===== config.mk =====
export PLATFORM = sky130hd
export DESIGN_NAME = rot_cordic_iter
export DESIGN_NICKNAME = d
export VERILOG_FILES = /design/src/rtl/rot_cordic_iter.sv
export SDC_FILE = /design/constraint.sdc
export NUM_CORES = 1
export LEC_CHECK = 0
export ABC_CLOCK_PERIOD_IN_PS = 10300
export CORE_AREA = 2 2 121 123
export DETAILED_ROUTE_END_ITERATION = 6
export DIE_AREA = 0 0 123 125
export PLACE_DENSITY = 0.88
export SLEW_MARGIN = 40
export SYNTH_ARGS = -nofsm -noshare
export SYNTH_HDL_FRONTEND = slang
export SYNTH_SLANG_ARGS = --single-unit

===== constraint.sdc =====
create_clock -name clk -period 10.3 [get_ports clk]
set_clock_uncertainty 0.15 [all_clocks]
set_input_delay 2.06 -clock clk [delete_from_list [all_inputs] [get_ports clk]]
set_output_delay 2.06 -clock clk [all_outputs]
set_load 0.01 [all_outputs]

===== src/rtl/rot_cordic_iter.sv =====
`timescale 1ns/1ps
`default_nettype none
// ============================================================================
// Module   : rot_cordic_iter
// Brief    : Iterative rotation-mode CORDIC with quadrant pre-rotation and a
//            single shared shift-add stage behind a valid/ready handshake.
// Revision : 1.0 - initial release
// ============================================================================
module rot_cordic_iter #(
    parameter int WIDTH = 16,
    parameter int ITER  = 14
) (
    input  logic             clk,
    input  logic             rst_n,
    input  logic             ce,
    input  logic             in_valid,
    output logic             in_ready,
    input  logic [WIDTH-1:0] x_in,
    input  logic [WIDTH-1:0] y_in,
    input  logic [WIDTH-1:0] z_in,
    output logic             out_valid,
    input  logic             out_ready,
    output logic [WIDTH+1:0] x_out,
    output logic [WIDTH+1:0] y_out,
    output logic [WIDTH-1:0] z_res,
    output logic             x_msb,
    output logic             y_msb
);

    localparam int c_dw    = WIDTH + 2;
    localparam int c_cnt_w = $clog2(ITER);
    localparam int c_shift = 32 - WIDTH;

    localparam logic [c_cnt_w-1:0] c_last = c_cnt_w'(ITER - 1);

    localparam logic [1:0] c_st_idle = 2'd0;
    localparam logic [1:0] c_st_rot  = 2'd1;
    localparam logic [1:0] c_st_done = 2'd2;

    // round(atan(2^-i)/pi * 2^31)
    function automatic logic [31:0] atan_raw(input int i);
        case (i)
            0:       atan_raw = 32'd536870912;
            1:       atan_raw = 32'd316933406;
            2:       atan_raw = 32'd167458907;
            3:       atan_raw = 32'd85004756;
            4:       atan_raw = 32'd42667331;
            5:       atan_raw = 32'd21354465;
            6:       atan_raw = 32'd10679838;
            7:       atan_raw = 32'd5340245;
            8:       atan_raw = 32'd2670163;
            9:       atan_raw = 32'd1335087;
            10:      atan_raw = 32'd667544;
            11:      atan_raw = 32'd333772;
            12:      atan_raw = 32'd166886;
            13:      atan_raw = 32'd83443;
            14:      atan_raw = 32'd41722;
            15:      atan_raw = 32'd20861;
            16:      atan_raw = 32'd10430;
            17:      atan_raw = 32'd5215;
            18:      atan_raw = 32'd2608;
            19:      atan_raw = 32'd1304;
            20:      atan_raw = 32'd652;
            21:      atan_raw = 32'd326;
            22:      atan_raw = 32'd163;
            23:      atan_raw = 32'd81;
            default: atan_raw = 32'd0;
        endcase
    endfunction

    logic [c_dw-1:0] w_atan_tab [ITER];

    // Table reduced to the angle scale with round-half-up
    for (genvar g = 0; g < ITER; g++) begin : g_atan
        localparam logic [32:0] c_rnd =
            ({1'b0, atan_raw(g)} + (33'd1 << (c_shift - 1))) >> c_shift;
        assign w_atan_tab[g] = c_dw'(c_rnd);
    end

    logic [1:0]               r_state;
    logic [1:0]               w_state_nxt;
    logic [c_cnt_w-1:0]       r_cnt;
    logic signed [c_dw-1:0]   r_x;
    logic signed [c_dw-1:0]   r_y;
    logic signed [c_dw-1:0]   r_z;

    always_ff @(posedge clk) begin
        if (!rst_n) begin
            r_state <= c_st_idle;
        end else if (ce) begin
            r_state <= w_state_nxt;
        end
    end

    always_comb begin
        w_state_nxt = r_state;
        case (r_state)
            c_st_idle: if (in_valid)        w_state_nxt = c_st_rot;
            c_st_rot:  if (r_cnt == c_last) w_state_nxt = c_st_done;
            c_st_done: if (out_ready)       w_state_nxt = c_st_idle;
            default:                        w_state_nxt = c_st_idle;
        endcase
    end

    // |z| >= pi/2 folds into the right half-plane by a rotation of pi
    logic                   w_flip;
    logic [WIDTH-1:0]       w_z_fold;
    logic signed [c_dw-1:0] w_x_ext;
    logic signed [c_dw-1:0] w_y_ext;
    logic signed [c_dw-1:0] w_x_ld;
    logic signed [c_dw-1:0] w_y_ld;
    logic signed [c_dw-1:0] w_z_ld;

    assign w_flip   = z_in[WIDTH-1] ^ z_in[WIDTH-2];
    assign w_z_fold = {z_in[WIDTH-1] ^ w_flip, z_in[WIDTH-2:0]};
    assign w_x_ext  = {{2{x_in[WIDTH-1]}}, x_in};
    assign w_y_ext  = {{2{y_in[WIDTH-1]}}, y_in};
    assign w_x_ld   = w_flip ? -w_x_ext : w_x_ext;
    assign w_y_ld   = w_flip ? -w_y_ext : w_y_ext;
    assign w_z_ld   = {{2{w_z_fold[WIDTH-1]}}, w_z_fold};

    logic                   w_d_neg;
    logic signed [c_dw-1:0] w_xs;
    logic signed [c_dw-1:0] w_ys;
    logic signed [c_dw-1:0] w_atan;
    logic signed [c_dw-1:0] w_x_nxt;
    logic signed [c_dw-1:0] w_y_nxt;
    logic signed [c_dw-1:0] w_z_nxt;

    assign w_d_neg = r_z[c_dw-1];
    assign w_xs    = r_x >>> r_cnt;
    assign w_ys    = r_y >>> r_cnt;
    assign w_atan  = w_atan_tab[r_cnt];
    assign w_x_nxt = w_d_neg ? (r_x + w_ys)   : (r_x - w_ys);
    assign w_y_nxt = w_d_neg ? (r_y - w_xs)   : (r_y + w_xs);
    assign w_z_nxt = w_d_neg ? (r_z + w_atan) : (r_z - w_atan);

    always_ff @(posedge clk) begin
        if (!rst_n) begin
            r_x   <= '0;
            r_y   <= '0;
            r_z   <= '0;
            r_cnt <= '0;
        end else if (ce) begin
            if (r_state == c_st_idle && in_valid) begin
                r_x   <= w_x_ld;
                r_y   <= w_y_ld;
                r_z   <= w_z_ld;
                r_cnt <= '0;
            end else if (r_state == c_st_rot) begin
                r_x   <= w_x_nxt;
                r_y   <= w_y_nxt;
                r_z   <= w_z_nxt;
                r_cnt <= (r_cnt == c_last) ? '0 : r_cnt + 1'b1;
            end
        end
    end

    assign in_ready  = (r_state == c_st_idle);
    assign out_valid = (r_state == c_st_done);
    assign x_out     = r_x;
    assign y_out     = r_y;
    assign z_res     = r_z[WIDTH-1:0];
    assign x_msb     = r_x[c_dw-1];
    assign y_msb     = r_y[c_dw-1];

endmodule
`default_nettype wire


==> flow_summary.toml <==
[status]
status = "finished, final reports clean"

[hold_path]
holdPathStages = 2
hold_start = "r_z[2]"
min_path_type = "reg -> reg"
holdPathEnd = "r_z[2]"

[routing]
vias = 9016
drt_pass1_iterations = 6
ant_nets = 0
drcViolationCount = 0
drt_iter0_drc = 944
wirelength_um = 26400
post_drt_wl_per_cell_um = 19.3
vias_per_cell = 6.60

[synthesis]
syn_inst = 1134
avgSynthCellArea_um2 = 7.68
syn_nets = 1253
syn_area_mm2 = 0.00871
yosysTopAreaCell = "dfxtp_1"
synth-seq-area-share_pct = 13.8
synthFlopType = "dfxtp_1"
ys_seq_elements = 60
synth_area_leaders = "dfxtp_1, ha_1, xnor2_1"
synth_top_cell_area_share_pct = 13.8
synth-edff-count = 0
ys_types = 70
synthArstFlopShare_pct = 0
yosysWarnings = 0

[clock_tree]
cts-resized-gates = 0
post_cts_buffers = 0
cts.clk_slew.worst_paths_ps = 60
cts_root_buf = "clkbuf_16"
cts_buffer_depth = 2
cts_tree = "done"
clock_latency_ps = 350
cts_buffers = 9
cts-hold-fix-buffers = 0
h-tree-depth = 3
cts_sinks = 60

[run]
drv_cap = 0

[global_routing]
grt_max_degree = 64
grt_pass1_vias = 8263
grt_use_total_pct = 34.0
grt_first_pass_wirelength_um = 41800
antenna_found_initial = 0
overflow = 0

[die]
initial_core_util_pct = 61.3
core_area_mm2 = 0.0142
row_count = 44
ioPinCount = 109
die-area_mm2 = 0.0154
die_h_um = 125
die_x_um = 123

[final_layout]
drive_gt1_share_pct = 6.76
fillers = 1166
nNetsFinal = 1297
final_cell_mix = "nand2_1, clkdlybuf4s50_1, a21oi_1"
post-route-util_pct = 70.2
syn2layout_area_growth_pct = 14.5
multi_input_area_mm2 = 0.00700
diodes = 0
final_common_cell = "nand2_1"
seq_area_mm2 = 0.00120

[setup_path]
required_ps = 10410
r2r_end = "r_z[17]"
path_max_fanout = 49
cp_common_cell = "ha_1"
worst_ep_arrival_time_ps = 5820
slowest_stage = "o311ai_0"
r2r_cells = 18
cpPeakStageDelay_ps = 630
critical_path.cell_chain = "buf_4 > clkinv_1 > ha_1 > a21oi_1 > o21ai_0 > ha_1 > nand3_1 > nand2_1 > xnor2_1 > ha_1 > a211o_1 > o311ai_0 > a2111o_1 > a31oi_1 > a21o_1 > a21oi_1 > o22ai_1 > a211oi_1"
r2r-start = "r_cnt[1]"
cp-start-kind = "register"
cp-end-kind = "register"
reg2reg_slack_ps = 4590
worstSetupPathType = "reg -> reg"

[timing]
maxSlewViolCount = 0
period_share_pct = 55.4
period_minus_slack_ps = 5710
setup_tns_ps = 0
hold_violations = 0
worst_slew_pin_slew_ps = 829
rsz0062_at_grt = "false"
fmaxAchievable_ghz = 0.175
slew_headroom_pct = 44.6
finalSetupViolCount = 0

[power]
p_leak_nw = 4.18
power_density_mw_per_mm2 = 191
max-vdd-ir-drop_v = 0.000115

[place]
dp_hpwl_um = 19200
gp_congestion = 0.978
io_buffer_count = 108
[how the worst max path moves through the flow]
stage / start / endpoint / slack (ps) / cells after the start
final: r_cnt[1] / r_z[17] / 4590 / 18
after global routing: r_cnt[1] / r_z[17] / 4070 / 18
after CTS: r_cnt[1] / r_z[17] / 4640 / 18
after detailed placement: r_cnt[1] / r_z[17] / 4680 / 18
after global placement: r_cnt[1] / r_z[17] / 4950 / 18
after floorplan: r_cnt[0] / r_z[17] / 5160 / 22
[state kept, by name, summed over array words and instances, names as in the netlist]
register / count
r_state: 2
r_cnt: 4
y_out: 18
r_z: 18
x_out: 18
[power by group]
| group | internal [mW] | switching (mW) | leakage (nW) | total [mW] |
|---|---|---|---|---|
| registers | 0.262 | 0.0682 | 0.495 | 0.330 |
| logic | 0.585 | 0.703 | 3.55 | 1.29 |
| clock network | 0.169 | 0.120 | 0.131 | 0.289 |
[area by class of cell]
cell class / count / area share (%)
clock buffers: 14 / 2.55
clock inverters: 2 / 0.100
inverters: 28 / 1.05
multi-input cells: 958 / 70.2
flip-flops and latches: 60 / 12.1
well taps: 184 / 2.31
repair buffers: 121 / 11.8
[cells in the mapped netlist, drive strengths merged, types with 27 or more instances]
cell type / n
dfxtp: 60
a21oi: 105
ha: 63
o21ai: 70
xnor2: 66
nor2: 101
clkbuf: 48
inv: 27
nand2: 117
mux4: 33
o211ai: 30
xor2: 52
buf: 40
[cell families after synthesis]
kind of cell | Yosys count | synth area share, %
xor+xnor | 118 | 11.9
flops | 60 | 13.8
fa+ha+maj | 66 | 9.74
compound gates | 363 | 27.4
mux | 68 | 13.0
buf+inv | 116 | 6.03
simple gates | 343 | 18.2
[per-stage QoR]
stage | power, mW | hold slack, ps | instances | area [um2] | setup slack (ps)
finish | 1.91 | 386 | 1367 | 9970 | 4590
global route | 2.04 | 420 | 1367 | 9970 | 4070
CTS | 1.88 | 389 | 1367 | 9970 | 4640
detailed placement | 1.58 | 350 | 1351 | 9710 | 4680
global placement | 1.56 | 353 | 1351 | 9710 | 4950
floorplan | 1.29 | 309 | 1134 | 8710 | 5160
[routing by layer]
metal,vias up,GRT usage [%],routed length (um)
li1,4264,-,-
met1,4261,46.5,11000
met2,425,54.2,12200
met3,66,4.24,2190
met4,0,14.0,941
met5,-,0,0
[critical path: cells and delay by family (launching register included)]
family | cells | cell delay (ps)
AOI/OAI and AO/OA | 10 | 2500
adders and majority gates | 3 | 1070
buffers and inverters | 2 | 1010
DFF | 1 | 400
and+or+nand+nor | 2 | 330
xor gates and xnor gates | 1 | 130
No activity file was read; power rests on OpenSTA's default activity.
